## src/rtl/filter_frame_ctrl.sv

```systemverilog
`default_nettype none
// ============================================================================
// filter_frame_ctrl : sequences one filter frame (arm, gate input, drain, done)
// Rev 1.0
// ============================================================================
module filter_frame_ctrl #(
    parameter  int PIXCNT    = 8,
    parameter  int ROWS      = 2049,
    parameter  int COLS      = 2448,
    parameter  int DRAIN_TMO = 4096,
    localparam int RW        = $clog2(ROWS),
    localparam int CW        = $clog2(COLS),
    localparam int BW        = $clog2(ROWS * (COLS / PIXCNT) + 1)
) (
    input  logic          clk,
    input  logic          reset,
    input  logic          start,
    input  logic [RW-1:0] cfg_rows,
    input  logic [CW-1:0] cfg_cols,
    input  logic          cfg_bypass,
    input  logic          in_vld,
    input  logic          filt_out_vld,
    output logic          filt_new_frame,
    output logic [RW-1:0] filt_rows,
    output logic [CW-1:0] filt_cols,
    output logic          filt_bypass,
    output logic          filt_data_vld,
    output logic          busy,
    output logic          frame_done,
    output logic          err_cfg,
    output logic          err_overrun,
    output logic          err_timeout
);

    localparam int PW = $clog2(PIXCNT);
    localparam int TW = $clog2(DRAIN_TMO + 1);

    typedef enum logic [2:0] {
        S_IDLE  = 3'd0,
        S_ARM   = 3'd1,
        S_RUN   = 3'd2,
        S_DRAIN = 3'd3,
        S_DONE  = 3'd4
    } state_t;

    state_t        r_state;
    logic [RW-1:0] r_rows;
    logic [CW-1:0] r_cols;
    logic          r_bypass;
    logic [BW-1:0] r_total;
    logic [BW-1:0] r_in_cnt;
    logic [BW-1:0] r_out_cnt;
    logic [TW-1:0] r_idle_cnt;
    logic          r_new_frame;
    logic          r_frame_done;
    logic          r_err_cfg;
    logic          r_err_ovr;
    logic          r_err_tmo;

    logic [31:0]   w_rows32;
    logic [31:0]   w_cols32;
    logic          w_cfg_ok;
    logic [BW-1:0] w_total;
    logic          w_run;
    logic          w_active;
    logic          w_in_full;
    logic          w_fwd;
    logic          w_out_en;
    logic [BW-1:0] w_out_next;
    logic          w_out_done;
    logic          w_overrun;

    assign w_rows32 = 32'(cfg_rows);
    assign w_cols32 = 32'(cfg_cols);

    // Columns must be a whole number of beats and at least two beats wide.
    assign w_cfg_ok = (w_rows32 >= 32'd3) && (w_rows32 <= 32'(ROWS)) &&
                      (w_cols32 >= 32'(2 * PIXCNT)) && (w_cols32 <= 32'(COLS)) &&
                      ((w_cols32 & 32'(PIXCNT - 1)) == 32'd0);
    assign w_total  = BW'(w_rows32 * (w_cols32 >> PW));

    assign w_run      = (r_state == S_RUN);
    assign w_active   = w_run || (r_state == S_DRAIN);
    assign w_in_full  = (r_in_cnt == r_total);
    assign w_fwd      = w_run && in_vld && !w_in_full;
    assign w_out_en   = w_active && filt_out_vld && (r_out_cnt != r_total);
    assign w_out_next = r_out_cnt + BW'(w_out_en);
    assign w_out_done = (w_out_next == r_total);
    assign w_overrun  = (in_vld && !w_fwd) || (start && (r_state != S_IDLE));

    always_ff @(posedge clk or posedge reset) begin
        if (reset) begin
            r_state      <= S_IDLE;
            r_rows       <= '0;
            r_cols       <= '0;
            r_bypass     <= 1'b0;
            r_total      <= '0;
            r_in_cnt     <= '0;
            r_out_cnt    <= '0;
            r_idle_cnt   <= '0;
            r_new_frame  <= 1'b0;
            r_frame_done <= 1'b0;
            r_err_cfg    <= 1'b0;
            r_err_ovr    <= 1'b0;
            r_err_tmo    <= 1'b0;
        end else begin
            r_new_frame  <= 1'b0;
            r_frame_done <= 1'b0;
            r_err_cfg    <= 1'b0;
            r_err_tmo    <= 1'b0;
            r_err_ovr    <= w_overrun;
            r_out_cnt    <= w_out_next;
            case (r_state)
                S_IDLE: begin
                    if (start) begin
                        if (w_cfg_ok) begin
                            r_rows      <= cfg_rows;
                            r_cols      <= cfg_cols;
                            r_bypass    <= cfg_bypass;
                            r_total     <= w_total;
                            r_in_cnt    <= '0;
                            r_out_cnt   <= '0;
                            r_idle_cnt  <= '0;
                            r_new_frame <= 1'b1;
                            r_state     <= S_ARM;
                        end else begin
                            r_err_cfg <= 1'b1;
                        end
                    end
                end
                S_ARM: begin
                    r_state <= S_RUN;
                end
                S_RUN: begin
                    if (w_fwd) begin
                        r_in_cnt <= r_in_cnt + BW'(1);
                    end
                    if (w_in_full) begin
                        r_idle_cnt <= '0;
                        r_state    <= S_DRAIN;
                    end
                end
                S_DRAIN: begin
                    // A beat that completes the frame wins over the idle timeout.
                    if (w_out_done) begin
                        r_frame_done <= 1'b1;
                        r_state      <= S_DONE;
                    end else if (filt_out_vld) begin
                        r_idle_cnt <= '0;
                    end else if (r_idle_cnt == TW'(DRAIN_TMO - 1)) begin
                        r_err_tmo    <= 1'b1;
                        r_frame_done <= 1'b1;
                        r_state      <= S_DONE;
                    end else begin
                        r_idle_cnt <= r_idle_cnt + TW'(1);
                    end
                end
                S_DONE: begin
                    r_state <= S_IDLE;
                end
                default: begin
                    r_state <= S_IDLE;
                end
            endcase
        end
    end

    assign filt_new_frame = r_new_frame;
    assign filt_rows      = r_rows;
    assign filt_cols      = r_cols;
    assign filt_bypass    = r_bypass;
    assign filt_data_vld  = w_fwd;
    assign busy           = (r_state != S_IDLE);
    assign frame_done     = r_frame_done;
    assign err_cfg        = r_err_cfg;
    assign err_overrun    = r_err_ovr;
    assign err_timeout    = r_err_tmo;

endmodule
`default_nettype wire

```

## config.mk

```make
export PLATFORM = sky130hd
export DESIGN_NAME = filter_frame_ctrl
export DESIGN_NICKNAME = d
export VERILOG_FILES = /design/src/rtl/filter_frame_ctrl.sv
export SDC_FILE = /design/constraint.sdc
export NUM_CORES = 1
export LEC_CHECK = 0
export BUFFER_PORTS_ARGS = -buffer_cell sky130_fd_sc_hd__buf_2
export CAP_MARGIN = 25
export CORE_ASPECT_RATIO = 1.5
export CORE_UTILIZATION = 67
export DETAILED_ROUTE_END_ITERATION = 12
export GPL_TIMING_DRIVEN = 0
export HOLD_SLACK_MARGIN = 0.15
export PLACE_DENSITY_LB_ADDON = 0.3
export SLEW_MARGIN = 15
export SYNTH_ARGS = -nofsm -noshare
export SYNTH_HDL_FRONTEND = slang
export SYNTH_SLANG_ARGS = --single-unit
export TNS_END_PERCENT = 100
```

## constraint.sdc

```tcl
create_clock -name clk -period 6.5 [get_ports clk]
set_clock_uncertainty 0.2 [all_clocks]
set_input_delay 0.975 -clock clk [delete_from_list [all_inputs] [get_ports clk]]
set_output_delay 0.975 -clock clk [all_outputs]
set_load 0.05 [all_outputs]
```

==> results.sh <==
export IMPL_gp_congestion=0.933
export IMPL_worstPathArrival_ns=6.26
export IMPL_period_share_pct=95.1
export IMPL_timing_rr_end="r_idle_cnt[11]"
export IMPL_drv_slew=0
export IMPL_critPathCaptureType="flip-flop"
export IMPL_die_y_um=144
export IMPL_slew_headroom_pct=48.5
export IMPL_fillers=961
export IMPL_setup_viol=0
export IMPL_min_path_cells=1
export IMPL_yosysSeqAreaShare_pct=29.4
export IMPL_ys_ff_latch=106
export IMPL_synthArstFlopShare_pct=100
export IMPL_wl_per_cell_um=17.5
export IMPL_worstPathRequired_ns=6.58
export IMPL_pin_count=62
export IMPL_reg2reg_from="r_out_cnt[7]"
export IMPL_ant_nets=0
export IMPL_finalPower_mw=2.98
export IMPL_dieArea_um2=13900
export IMPL_firstDrtPassIters=4
export IMPL_synth_edff_count=0
export IMPL_numCtsBuffers=9
export IMPL_clk_latency_ns=0.35
export IMPL_grt_start_max_net_pins=68
export IMPL_synth_area_leaders="dfrtp_1, fa_1, nand2_1"
export IMPL_startpoint="cfg_rows[0]"
export IMPL_syn_area_per_cell_um2=9.00
export IMPL_via_count=7218
export IMPL_holdWs_ns=0.257
export IMPL_drive_above_1_share_pct=11.7
export IMPL_rsz0062_at_grt="no"
export IMPL_htreeDepth=3
export IMPL_fin_ws_ns=0.319
export IMPL_core_area_um2=13100
export IMPL_multi_input_area_um2=5680
export IMPL_hold_viol_final=0
export IMPL_path_class="in -> reg"
export IMPL_max_freq_ghz=0.162
export IMPL_routed_wl_um=21600
export IMPL_final_common_cell="nand2_1"
export IMPL_vdd_drop_max_mv=0.152
export IMPL_cts_clk_slew_worst_paths_ns=0.07
export IMPL_area_growth_pct=8.97
export IMPL_drc=0
export IMPL_synth_ff_type="dfrtp_1"
export IMPL_critical_path_max_fanout=10
export IMPL_num_rows=51
export IMPL_n_antenna_cell=0
export IMPL_synth_distinct_cells=76
export IMPL_min_from="r_state[2]"
export IMPL_p_per_area_nw_per_um2=303
export IMPL_start_util_pct=69.0
export IMPL_drt_iter0_drc=376
export IMPL_cts_tree="done"
export IMPL_synth_top_cell_area_share_pct=29.4
export IMPL_worstHoldEndpoint="r_state[1]"
export IMPL_ff2ff_setup_slack_ns=2.09
export IMPL_fin_nets=1219
export IMPL_drv_cap=0
export IMPL_cts_setup_buffers=0
export IMPL_syn_area_um2=9020
export IMPL_worst_pin_slew_ns=0.766
export IMPL_port_buffers=61
export IMPL_status="completed"
export IMPL_synth_cells=1003
export IMPL_yosys_area_top_type="dfrtp_1"
export IMPL_gr_total_overflow=0
export IMPL_grt_pass1_wl_um=35700
export IMPL_hold_buffers=0
export IMPL_synth_fp_nets=1146
export IMPL_pre_cts_slack_ns=-0.00686
export IMPL_die_w_um=96.8
export IMPL_regArea_um2=2650
export IMPL_clockBufferDepth=2
export IMPL_cts_resized=0
export IMPL_r2r_cells=15
export IMPL_cp_start_kind="input pin"
export IMPL_cts_sink_count=106
export IMPL_grt_usage_pct=32.5
export IMPL_via_per_inst=5.83
export IMPL_antenna_found_initial=0
export IMPL_dp_hpwl_um=17000
export IMPL_grt_pass1_vias=7567
export IMPL_p_leak_nw=5.03
export IMPL_period_minus_slack_ns=6.18
export IMPL_hp_class="reg -> reg"
export IMPL_root_buffer="clkbuf_16"
export IMPL_yosysWarnings=0
export IMPL_final_cell_mix="nand2_1, inv_1, dfrtp_1"
==> cells in the mapped netlist, drive strengths merged, types with 16 or more instances <==
library cell  number
dfrtp            106
clkbuf            38
o21ai             27
nand2            176
nand4             16
nand3             26
xnor2             51
inv              120
fa                70
xor2              43
nor2              64
and2              62
ha                43
==> critical path: stages <==
cell and delay, ns:
buf_2 0.10, clkbuf_1 0.48, nand2_1 0.16, fa_1 0.55, fa_1 0.55, inv_1 0.05
fa_1 0.53, inv_1 0.06, fa_1 0.55, inv_1 0.05, ha_1 0.36, nand3_1 0.10
o211ai_1 0.32, o2111a_1 0.28, o21ai_0 0.16, a21oi_1 0.27, nor4_1 0.10, or4_1 0.51
nand4_1 0.10
==> report_power, final <==
group | switching (mW) | total, mW | internal [mW]
Clock | 0.258 | 0.520 | 0.262
Sequential | 0.104 | 0.861 | 0.757
Combinational | 0.941 | 1.60 | 0.655
Total | 1.30 | 2.98 | 1.67
==> state kept, by name, indices dropped and copies added, names as in the netlist <==
signal          count
r_idle_cnt         13
filt_new_frame      1
r_state             3
r_total            20
filt_rows          12
r_out_cnt          20
r_in_cnt           20
err_cfg             1
err_overrun         1
filt_bypass         1
filt_cols          12
err_timeout         1
frame_done          1
==> layout make-up <==
type	instances	share of cell area (%)
Multi-Input combinational cell	730	57.7
Sequential cell	106	27.0
Inverter	120	4.63
Timing Repair Buffer	62	3.38
Buffer	47	2.47
Clock buffer	9	2.29
Tap cell	159	2.02
Clock inverter	6	0.484
==> logic make-up (layout without fill, tap and decap cells) <==
logic type / after synthesis / in the layout / synth area share, %
xor+xnor: 94 / 94 / 9.12
mux: 7 / 7 / 0.804
fa+ha+maj: 113 / 113 / 21.5
compound gates: 102 / 102 / 8.69
buf+inv: 167 / 244 / 7.68
simple gates: 414 / 414 / 22.8
flops: 106 / 106 / 29.4
==> worst max-delay path by stage <==
stage	end	slack, ns	cells after the start
3_3_place_gp	r_total[19]	0.07	19
4_1_cts	r_total[19]	0.35	19
3_5_place_dp	r_total[19]	-0.007	19
6_report	r_total[19]	0.32	19
2_1_floorplan	r_total[19]	0.85	19
5_1_grt	r_total[19]	0.05	19
==> per-stage QoR <==
stage               instance area (um^2)  util [%]  instances  setup TNS, ns
floorplan                           9020         -       1003              0
global placement                    9530      72.8       1223              0
detailed placement                  9560      73.1       1224       -0.00686
CTS                                 9830      75.2       1239              0
global route                        9830      75.2       1239              0
finish                              9830      75.2       1239              0
==> routing by layer <==
metal | global-route usage [%] | up-vias | wire [um] | part of all wire (%)
li1 | - | 3369 | - | -
met1 | 34.0 | 3502 | 7710 | 36
met2 | 61.7 | 254 | 11600 | 54
met3 | 3.91 | 93 | 1010 | 4.7
met4 | 20.4 | 0 | 1280 | 5.9
met5 | 0 | - | 0 | 0
No activity file was read; power rests on OpenSTA's default activity.
